**src/rtl/if_id_queue.sv**
```systemverilog
// if_id_queue: decoupling FIFO between fetch and decode, replacing the IF/ID register.
// Holds {PC, instruction} pairs. Fetch stalls only when the queue is full.
// A branch or jump redirect (Q_Flush) discards every queued entry.
module if_id_queue #(
  parameter int DEPTH      = 2,
  parameter int DATA_WIDTH = 32,
  parameter int CNT_WIDTH  = $clog2(DEPTH + 1)
) (
  input  logic                  Clk,
  input  logic                  Reset_n,
  input  logic [DATA_WIDTH-1:0] IF_PC,
  input  logic [DATA_WIDTH-1:0] IF_Instruction,
  input  logic                  IF_Valid,
  output logic                  IF_Ready,
  output logic [DATA_WIDTH-1:0] ID_PC,
  output logic [DATA_WIDTH-1:0] ID_Instruction,
  output logic                  ID_Valid,
  input  logic                  ID_Ready,
  input  logic                  Q_Flush,
  output logic [CNT_WIDTH-1:0]  Q_Count
);

  localparam int PTR_W = $clog2(DEPTH);
  localparam logic [CNT_WIDTH-1:0] FULL = CNT_WIDTH'(DEPTH);

  typedef struct packed {
    logic [DATA_WIDTH-1:0] pc;
    logic [DATA_WIDTH-1:0] instr;
  } entry_t;

  entry_t               mem [DEPTH];
  logic [PTR_W-1:0]     rd_ptr, wr_ptr;
  logic [CNT_WIDTH-1:0] count;
  logic                 push, pop;

  // Ready and valid come only from the count register, so IF_Ready has no
  // combinational path from ID_Ready or Q_Flush.
  assign IF_Ready = (count != FULL);
  assign ID_Valid = (count != '0);
  assign push     = IF_Valid & IF_Ready;
  assign pop      = ID_Valid & ID_Ready;
  assign Q_Count  = count;

  // Head entry, masked to zero when empty: instruction 0 is the pipeline bubble.
  always_comb begin
    ID_PC          = '0;
    ID_Instruction = '0;
    if (ID_Valid) begin
      ID_PC          = mem[rd_ptr].pc;
      ID_Instruction = mem[rd_ptr].instr;
    end
  end

  // Storage write; contents are never cleared, the count masks stale data.
  always_ff @(posedge Clk) begin
    if (push && !Q_Flush) mem[wr_ptr] <= '{pc: IF_PC, instr: IF_Instruction};
  end

  // Pointer and occupancy update; flush beats any same-cycle push or pop.
  // DEPTH is a power of two, so pointers wrap by natural overflow.
  always_ff @(posedge Clk or negedge Reset_n) begin
    if (!Reset_n) begin
      rd_ptr <= '0;
      wr_ptr <= '0;
      count  <= '0;
    end else if (Q_Flush) begin
      rd_ptr <= '0;
      wr_ptr <= '0;
      count  <= '0;
    end else begin
      if (push) wr_ptr <= wr_ptr + PTR_W'(1);
      if (pop)  rd_ptr <= rd_ptr + PTR_W'(1);
      case ({push, pop})
        2'b10:   count <= count + CNT_WIDTH'(1);
        2'b01:   count <= count - CNT_WIDTH'(1);
        default: count <= count;
      endcase
    end
  end

endmodule

```
**config.mk**
```make
export PLATFORM = sky130hd
export DESIGN_NAME = if_id_queue
export DESIGN_NICKNAME = d
export VERILOG_FILES = /design/src/rtl/if_id_queue.sv
export SDC_FILE = /design/constraint.sdc
export NUM_CORES = 1
export LEC_CHECK = 0
export CELL_PAD_IN_SITES_DETAIL_PLACEMENT = 1
export CELL_PAD_IN_SITES_GLOBAL_PLACEMENT = 2
export CORE_MARGIN = 1.5
export CORE_UTILIZATION = 39
export CTS_CLUSTER_SIZE = 8
export DETAILED_ROUTE_END_ITERATION = 7
export DONT_BUFFER_PORTS = 1
export GPL_TIMING_DRIVEN = 0
export PLACE_DENSITY = 0.76
export SYNTH_ARGS = -nofsm -noshare
export SYNTH_HDL_FRONTEND = slang
export SYNTH_SLANG_ARGS = --single-unit
export TNS_END_PERCENT = 100
```
**constraint.sdc**
```tcl
create_clock -name Clk -period 6 [get_ports Clk]
set_clock_uncertainty 0.15 [all_clocks]
set_input_delay 0.6 -clock Clk [delete_from_list [all_inputs] [get_ports Clk]]
set_output_delay 0.6 -clock Clk [all_outputs]
set_load 0.01 [all_outputs]
```
* Yosys cells after proc, flatten, opt, wreduce, memory -nomap -nowiden
Memory sizes are Yosys's and may differ from the RTL's. Index checks and enable logic that the tools add are counted.
Storage, ports and cells: bits in registers 4, bits in writable memories 128, bits of input ports 69, output and inout port bits 68, logic and storage cells 29, memories 1
Memories:
- mem | depth 2, bits a word 64, read ports 1, clocked after memory_dff 0, wr ports 1, line 31 | entry_t mem [DEPTH];
Cells by class: add/subtract/negate cells 4, equal/unequal tests 3, muxes and demuxes 10, bitwise logic cells 2, reductions and logical operators 6
Operator list (count):
- 2-to-1 mux 32 bit | 2
- 2-to-1 mux 1 bit | 6
- nonzero test 2 bit | 3
- case mux 2 bit (2 select lines) | 1
- nonzero test 3 bit | 1
- adder 1 bit (second input constant) | 2
- adder 2 x 1 -> 2 bit (second input constant) | 1
- bitwise AND 1 bit | 2
- equality test 2 x 1 -> 1 bit (second input constant) | 1
- equality test 2 bit (second input constant) | 1
- 2-to-1 mux 2 bit | 1
- != test 2 bit (second input constant) | 1
- subtractor 2 x 1 -> 2 bit (second input constant) | 1
- logical AND 1 bit | 1
- zero test 1 bit | 1

* Depth between registers and ports, before layout
depth in word-level cells 5, gate-level depth with buffers 4

* Worst setup path before layout
No wires, ideal clock.
path type reg2reg, from register count[1] (netlist: Q_Count[1]), to memory mem[1][0] (netlist name), enable pin, data arrival time 5453 ps, required time 5272 ps, path slack -181 ps, cell stages (with the launch flop) 5, buffers on the path 0, period minus slack after synthesis 6181 ps, cell sequence dfrtp_1 nor2b_2 inv_2 nand2_1 nor3b_1
On the way: cells in the longest elaborated chain, start to end 5
RTL lines:
- from (decl) | line 33 | logic [CNT_WIDTH-1:0] count;
- from (signal assigned) | line 74 | 2'b10: count <= count + CNT_WIDTH'(1);
- from (signal assigned) | line 75 | 2'b01: count <= count - CNT_WIDTH'(1);
- from (signal assigned) | line 76 | default: count <= count;
- != test 2 bit | line 38 | assign IF_Ready = (count != FULL);
- via IF_Ready | line 14 | output logic IF_Ready,
- bitwise AND 1 bit | line 40 | assign push = IF_Valid & IF_Ready;
- logical AND 1 bit | line 56 | if (push && !Q_Flush) mem[wr_ptr] <= '{pc: IF_PC, instr: IF_Instruction};
- 2-to-1 mux 1 bit | line 56
- 2-to-1 mux 1 bit (implied by the code) | line 56
- to (decl) | line 31
The timed path passes the listed nets, and every way through them passes these cells.

* Worst setup path in the final report
from register count[1] (netlist: Q_Count[1]), to memory mem[1][8] (netlist name), enable pin
Same word-level chain as after synthesis.

==> metrics.txt <==
type of the worst min-delay path primary input to flop; number of instances in the synthesized netlist 296; register-to-register setup slack 3.31 ns; global-route wire length before repair 14.05 mm; share of Yosys cell area claimed by the top area cell type 0.7625; Data required, critical path 5.97 ns; I/O pin count 137; total of max-cap violations 0; placed inst area 5401 um2; Max Transition Viols Final 0; type of element launching the critical path flop; top area cells in the synthesized netlist edfxtp_1 (76%), mux2i_1 (13%), nor2_1 (5.0%), dfrtp_1 (2.0%), buf_4 (0.74%); Int Pwr 1875 uW; number of distinct library cell variants in the gate-level netlist after synthesis 23; number of global-route vias before repair 2664; Yosys warning count 0; placeable core area 12620 um2; number of remaining DRC errors 0; number of inserted diodes 0; source of the worst hold timing path Q_Flush; power density normalized to cell area 387.3 nW/um2; critical path's largest stage delay 0.81 ns; syn nets 365; share of the clock period used by the worst path after layout 0.4490; die height 116.7 um; footprint of the flip-flops and latches 3944 um2; clock tree buffer depth 2; crit path setup slack, layout 3.306 ns; Initial DRC Count 137; Layout area overhead 20.50%; number of antenna violations at the first check in global routing 0; fraction of final layout cells with drive strength greater than 1 0.1657; global-route usage over all layers 0.1472; crit path cell chain nor2b_2 > inv_2 > nand2_1 > nor3b_4 > buf_8 > buf_8; worst reg2reg path depth 6; part of the total power dissipated in the clock network 0.489; switching portion of total power 0.2029; RSZ-0062 raised after global routing false; multi-input logic area 1008 um2; H-Tree Depth 4; slew of the pin with the lowest slew margin 0.9420 ns; number of search-and-repair iterations in the first detailed-routing pass 4; post-detailed-route wirelength per cell 18.73 um; Worst Setup Slack post-DPL 3.248 ns; clock buffers created by TritonCTS 17; Initial Utilization 0.3995; Post-CTS Setup Bufs 0; later-pin clock latency in the skew report 0.41 ns; end point of the worst hold path wr_ptr; via/cell ratio 4.896; WP data arrival 2.66 ns; Max rail drop VDD 0.2096 mV; clock root buffer clkbuf_16; Worst R2R End mem[1][8]; hold violation count in the final report 0; Leakage 0.001998 uW; critical register-to-register path startpoint Q_Count[1]; sequential cell fraction of total power 0.450; share of the yosys chip area belonging to registers 0.7823; placer's final routability congestion estimate 0.6882; Fillers 1209; maximum frequency from static timing analysis 371.2 MHz; Worst slew margin 0.3713; number of input and output port buffers inserted 0; total routed wirelength 9.553 mm; number of nets at the end of the flow 394; CP dominant cell by count buf_8; CP Class flop to flop; Seq cells post-synth 132; final non-filler cell area 6075 um2; die outline area 13620 um2; critical path's slowest cell nor3b_4; post-route minimum period 2.694 ns; dominant cell type by area after synthesis edfxtp_1; clock transition time at the flip-flop clock pins of the worst setup and hold paths 0.06 ns; CP max FO 18; standard-cell rows 41; Net Switching 477.4 uW; antenna-violating nets left 0; maximum number of pins on one net before global-route repair 19; utilization after layout 0.4814; run status completed; kind of end point of the critical path flop; routed via count 2497; Logic pwr share 0.061; Synth Area per Inst 17.03 um2; Overflow after GRT 0; CTS tree done; # setup viols final 0; clock tree sinks 132; horizontal die dimension 116.7 um; Synth Cell Area 5041 um2; TNS Setup 0 ns; Hold Crit Depth 1; sum of net half-perimeters after detailed placement 6.614 mm
[cell families after synthesis]
family	count (synthesis)	share of synthesized area
flip-flops	132	0.7823
AND/OR/NAND/NOR	73	0.05758
multiplexers	64	0.1271
buffers and inverters	17	0.02085
AO/OA/AOI/OAI	9	0.01042
XOR/XNOR	1	0.001738
[synth_stat cells]
library cell and instances:
o211ai_1 1, nor2b_2 1, clkbuf_1 1, dfrtp_1 4, mux2i_1 64, nor3_1 1
a21o_1 1, buf_4 5, nor2_1 67, inv_2 1, edfxtp_1 128, o21ai_0 1
nor3b_1 1, buf_2 6, a22oi_1 1, xor2_1 1, a21oi_1 3, inv_1 2
buf_6 2, nand2_1 1, nand3b_1 1, or3_1 1, o21ai_1 2
[flip-flops by register name (all words and copies together) (netlist names)]
register,cells
Q_Count,2
mem,128
rd_ptr,1
wr_ptr,1
[metal layers]
layer | routed length (um) | track usage | part of all wire
met1 | 3578 | 0.1545 | 0.37
met2 | 5001 | 0.2452 | 0.52
met3 | 756 | 0.06746 | 0.079
met4 | 216 | 0.08353 | 0.023
met5 | 0 | 0 | 0
[power by group through the flow]
stage | Sequential [uW] | Clock, uW | Combinational, uW
floorplan | 1080 | 0 | 107
global placement | 1080 | 0 | 133
detailed placement | 1080 | 0 | 145
CTS | 1060 | 1170 | 147
global route | 1060 | 1210 | 157
finish | 1060 | 1150 | 143
[final cells by class]
type / instances / area share
clock inverter: 14 / 0.03852
buffer: 14 / 0.01545
multi-input combinational: 147 / 0.1660
timing repair buffer: 10 / 0.02286
clock buffer: 18 / 0.07065
inverter: 3 / 0.001854
sequential: 132 / 0.6492
tap: 172 / 0.03543
[placed cells by master (no fill, tap or decap), types with 3 or more instances in the layout]
cell        count
buf_6           7
buf_4           5
nor2_1         67
clkbuf_16      17
edfxtp_1      128
buf_8           3
clkinvlp_4      3
a21oi_1         3
dfrtp_1         4
buf_2           6
mux2i_1        64
bufinv_16       6
[repair_timing]
item	CTS	global route
hold buffers	1	0
endpoints found under the hold margin	4	0
gates resized for setup	0	0
[worst max-delay path, delay by kind of cell, from the launching register on]
| kind | cells | cell delay, ns |
|---|---|---|
| flip-flops | 1 | 0.47 |
| buffers and inverters | 3 | 0.58 |
| AND/OR/NAND/NOR | 3 | 1.16 |
[through the flow]
step / total power [uW] / hold slack [ns] / instances
6_report: 2353 / 0.09223 / 510
4_1_cts: 2379 / 0.07254 / 510
2_1_floorplan: 1186 / 0.1544 / 296
5_1_grt: 2423 / 0.07127 / 510
3_5_place_dp: 1223 / 0.1546 / 477
3_3_place_gp: 1215 / 0.1545 / 468
[how the worst max path moves through the flow]
| stage | from | end | slack [ns] | depth (start not counted) |
|---|---|---|---|---|
| final | Q_Count[1] | mem[1][8] | 3.31 | 6 |
| after global routing | Q_Count[1] | mem[1][19] | 3.14 | 6 |
| after CTS | Q_Count[1] | mem[1][19] | 3.25 | 6 |
| after detailed placement | Q_Count[1] | mem[1][19] | 3.25 | 6 |
| after global placement | Q_Count[1] | mem[0][19] | -2.35 | 4 |
| after floorplan | Q_Count[1] | mem[0][0] | 0.14 | 4 |
Note: power is estimated with default switching activity, not from simulation.
